<file path="src/rtl/seq_multiplier_4x4.sv">
// Sequential 4x4 unsigned multiplier.
// Builds the 8-bit product from four 2x2 partial products, one per CALC cycle,
// behind a valid/ready handshake on both the operand and product sides.
module seq_multiplier_4x4 (
  input  logic       clk,
  input  logic       rst,
  input  logic       in_valid,
  output logic       in_ready,
  input  logic [3:0] a,
  input  logic [3:0] b,
  output logic       out_valid,
  input  logic       out_ready,
  output logic [7:0] p,
  output logic       busy
);

  typedef enum logic [1:0] {StIdle, StCalc, StDone} state_e;

  state_e      state_q, state_d;
  logic [3:0]  a_q, a_d;
  logic [3:0]  b_q, b_d;
  logic [7:0]  acc_q, acc_d;
  logic [1:0]  step_q, step_d;

  logic [1:0]  a_pair;
  logic [1:0]  b_pair;
  logic [3:0]  pp;
  logic [2:0]  shamt;
  logic [7:0]  pp_shifted;
  logic        accept;

  assign accept = (state_q == StIdle) && in_valid;

  // Step k selects i=k[1] for the a pair and j=k[0] for the b pair; shift is 2*(i+j).
  assign a_pair     = step_q[1] ? a_q[3:2] : a_q[1:0];
  assign b_pair     = step_q[0] ? b_q[3:2] : b_q[1:0];
  assign pp         = {2'b00, a_pair} * {2'b00, b_pair};
  assign shamt      = {step_q[1] & step_q[0], step_q[1] ^ step_q[0], 1'b0};
  assign pp_shifted = {4'b0000, pp} << shamt;

  // State register with synchronous reset.
  always_ff @(posedge clk) begin
    if (rst) begin
      state_q <= StIdle;
    end else begin
      state_q <= state_d;
    end
  end

  // Next-state logic.
  always_comb begin
    state_d = state_q;
    unique case (state_q)
      StIdle: if (in_valid)       state_d = StCalc;
      StCalc: if (step_q == 2'd3) state_d = StDone;
      StDone: if (out_ready)      state_d = StIdle;
      default:                    state_d = StIdle;
    endcase
  end

  // Handshake and status outputs; all forced low while reset is held.
  always_comb begin
    in_ready  = 1'b0;
    out_valid = 1'b0;
    busy      = 1'b0;
    if (!rst) begin
      in_ready  = (state_q == StIdle);
      out_valid = (state_q == StDone);
      busy      = (state_q == StCalc) || (state_q == StDone);
    end
  end

  // Datapath next-state: capture operands on accept, accumulate during CALC.
  always_comb begin
    a_d    = a_q;
    b_d    = b_q;
    acc_d  = acc_q;
    step_d = step_q;
    if (accept) begin
      a_d    = a;
      b_d    = b;
      acc_d  = 8'h00;
      step_d = 2'd0;
    end else if (state_q == StCalc) begin
      acc_d  = acc_q + pp_shifted;
      step_d = step_q + 2'd1;
    end
  end

  // Datapath registers with synchronous reset.
  always_ff @(posedge clk) begin
    if (rst) begin
      a_q    <= 4'h0;
      b_q    <= 4'h0;
      acc_q  <= 8'h00;
      step_q <= 2'd0;
    end else begin
      a_q    <= a_d;
      b_q    <= b_d;
      acc_q  <= acc_d;
      step_q <= step_d;
    end
  end

  // Product holds after DONE->IDLE until the next accept clears the accumulator.
  assign p = acc_q;

endmodule

</file>
<file path="config.mk">
export PLATFORM = sky130hd
export DESIGN_NAME = seq_multiplier_4x4
export DESIGN_NICKNAME = d
export VERILOG_FILES = /design/src/rtl/seq_multiplier_4x4.sv
export SDC_FILE = /design/constraint.sdc
export NUM_CORES = 1
export LEC_CHECK = 0
export BUFFER_PORTS_ARGS = -buffer_cell sky130_fd_sc_hd__buf_2
export CAP_MARGIN = 20
export CORE_ASPECT_RATIO = 1.5
export CORE_MARGIN = 4
export CORE_UTILIZATION = 59
export CTS_CLUSTER_SIZE = 10
export DETAILED_ROUTE_END_ITERATION = 10
export HOLD_SLACK_MARGIN = 0.02
export PLACE_DENSITY = 0.85
export SLEW_MARGIN = 30
export SYNTH_ARGS = -nofsm -noshare
export SYNTH_HDL_FRONTEND = slang
export SYNTH_SLANG_ARGS = --single-unit
export TNS_END_PERCENT = 50
</file>
<file path="constraint.sdc">
create_clock -name clk -period 5.89 [get_ports clk]
set_input_delay 1.178 -clock clk [delete_from_list [all_inputs] [get_ports clk]]
set_output_delay 1.178 -clock clk [all_outputs]
set_load 0.005 [all_outputs]
</file>
==> summary.txt <==
Timing
  – Clk_skew: 0.0109 ns
  – Fmax: 332 MHz
  – Period utilisation layout: 51.1%
  – RSZ-0062 raised after global routing: false
  – Setup TNS: 0 ns
  – Final setup viols: 0
  – Slew @ Worst Pin: 0.716 ns
  – Slew headroom: 52.3%
  – Hold Slack: 0.466 ns
  – Final Hold Fails: 0
  – Min cycle time layout: 3.01 ns
  – Slew Viols, Final: 0

Finish
  – # fillers: 181
  – # nets final: 201
  – ANT cells: 0
  – Share of layout cells above drive strength 1: 18.1%
  – Area delta synth->final: 9.91%

Detailed routing
  – Total wire length: 2570 um
  – Via density per instance: 5.80
  – Average routed wire per standard cell: 13.3 um
  – Length of the first detailed-routing pass in iterations: 4
  – DRT antenna net count: 0
  – Vias: 1,120
  – DRT iter0 DRCs: 19
  – Drt drc: 0

Global routing
  – Total grt overflow: 0
  – First-pass GRT wire length: 4480 um
  – Largest net degree at the start of global routing: 19
  – Total GRT Usage: 19.2%
  – Vias in the first global route: 1,117
  – Initial antenna violation count: 0

Synthesis
  – #FFs+latches synth: 20
  – Syn Area/Cell: 8.58 sq um
  – Synth Warn #: 0
  – Asr flop ratio synth: 0%
  – Sequential area share after synthesis: 30.5%
  – Synth top area share: 30.5%
  – Cell variety after synth: 34
  – EDFF count, synth: 0
  – Area contributors post-synth: dfxtp_1, ha_1, mux2i_1, a21oi_1, nor2_1
  – Syn nets: 181
  – Top_reg_cell synth: dfxtp_1
  – Commonest cells in the netlist: dfxtp_1, nor2_1, ha_1, mux2i_1, nand2_1
  – Largest area contributor in the netlist: dfxtp_1
  – Netlist Area Pre-Place: 1310 sq um
  – Most instantiated library cell after synthesis: dfxtp_1
  – Syn Inst Count: 153

Power and ir drop
  – Max VDD drop: 0.226 mV
  – Tot Pwr: 0.421 mW
  – Leak: 0.660 nW
  – Power Density: 292 nW/um^2

Floorplan
  – Vert. Die Dim: 65.8 um
  – Initial Util: 63.2%
  – Die width: 46.5 um
  – Total die area: 3060 sq um
  – Row cnt: 20
  – Core area: 2080 sq um
  – I/O pins: 23

Status
  – Status: finished clean

Clock tree
  – Clock transition at the registers of the reported paths: 0.11 ns
  – CTS root buffer: clkbuf_4
  – Worst skew pair latency: 0.31 ns
  – Clock Sinks: 20
  – CTS tree: built
  – Post-cts resize count: 0
  – Post-CTS Setup Bufs: 0
  – CTS Buffer Depth: 2
  – CTS Buf Count: 3
  – H-tree levels: 1
  – Post-CTS Hold Buffers: 0

Setup path
  – Crit path kind: reg2reg
  – Worst Path Arrival: 3.26 ns
  – Critical path fanouts, max: 4
  – CP Capture Type: flop
  – CP Launch Type: flop
  – Worst EP required: 6.14 ns

Job
  – Max-Cap Viols: 0

Place
  – Post-DP HPWL: 1980 um
  – Placer Congestion: 0.897
  – PortBufs: 22

Worst hold path
  – Worst min-delay path category: reg2reg
per-layer routing:
layer | part of all wire, % | vias up | wire [um] | track usage (%)
met5 | 0 | - | 0 | 0
met3 | 4.0 | 7 | 104 | 2.74
met4 | 2.1 | 0 | 53 | 7.12
met2 | 51 | 26 | 1320 | 33.1
met1 | 43 | 511 | 1090 | 22.9
li1 | - | 576 | - | -
worst max-delay path, cell delays in order, from the launching register on:
cell and delay, ns:
dfxtp_1 0.43, mux2i_1 0.30, nor2_1 0.08, ha_1 0.20, ha_1 0.29, mux2i_1 0.18, nor2_1 0.06, ha_1 0.33
o21ai_0 0.23, o31ai_1 0.11, a211oi_1 0.29, mux2i_1 0.24, mux2i_1 0.19
state kept, by name, summed over array words and instances, names as in the netlist:
name	count
b_q	4
a_q	4
state_q	2
p	8
step_q	2
report_power, final:
group | internal [mW] | switching (mW) | leakage, nW
Combinational | 0.0788 | 0.105 | 0.483
Sequential | 0.155 | 0.0160 | 0.163
Clock | 0.0239 | 0.0420 | 0.0138
final cells by class:
| type | count | area, sq um | area share (%) |
|---|---|---|---|
| inverter | 6 | 22.5 | 1.56 |
| clock buffer | 3 | 22.5 | 1.56 |
| sequential | 20 | 400 | 27.8 |
| multi-input combinational | 120 | 860 | 59.6 |
| tap | 22 | 27.5 | 1.91 |
| timing repair buffer | 22 | 110 | 7.63 |
cells in the final DEF, fill, tap and decap left out, drive strengths merged, types with 2 or more instances in the layout:
master and count:
inv 6, nand2 16, nand3 10, xnor2 4, nand2b 2, a22o 2, clkbuf 3, nor2b 3
nand3b 2, o21ai 2, buf 22, mux2i 15, a211oi 3, a21o 2, dfxtp 20, nor3b 2
nor2 17, a21oi 13, ha 15
logic make-up (layout without fill, tap and decap cells):
kind of cell / Yosys count / after routing / share of synthesized area [%]
compound gates: 26 / 26 / 12.9
simple gates: 58 / 58 / 21.8
buf+inv: 13 / 31 / 4.00
flops: 20 / 20 / 30.5
xor+xnor: 4 / 4 / 2.67
mux: 16 / 16 / 12.3
fa+ha+maj: 16 / 16 / 15.8
worst paths after layout:
check,start,end,slack [ns],depth (start not counted)
hold reg to reg,a_q[1]$_SDFFE_PP0P_,a_q[1]$_SDFFE_PP0P_,0.47,2
hold / removal,a_q[1]$_SDFFE_PP0P_,a_q[1]$_SDFFE_PP0P_,0.47,2
setup / recovery,step_q[1]$_SDFFE_PP0N_,p[7]$_SDFFE_PP0N_,2.88,12
setup reg to reg,step_q[1]$_SDFFE_PP0N_,p[7]$_SDFFE_PP0N_,2.88,12
stage by stage:
stage | std cells | worst slack (ns) | util, % | instance area [sq um]
floorplan | 153 | 3.09 | - | 1310
global placement | 190 | 2.98 | 68.4 | 1420
detailed placement | 190 | 2.92 | 68.4 | 1420
CTS | 193 | 2.89 | 69.5 | 1440
global route | 193 | 2.63 | 69.5 | 1440
finish | 193 | 2.88 | 69.5 | 1440
No activity file was read; power rests on OpenSTA's default activity.
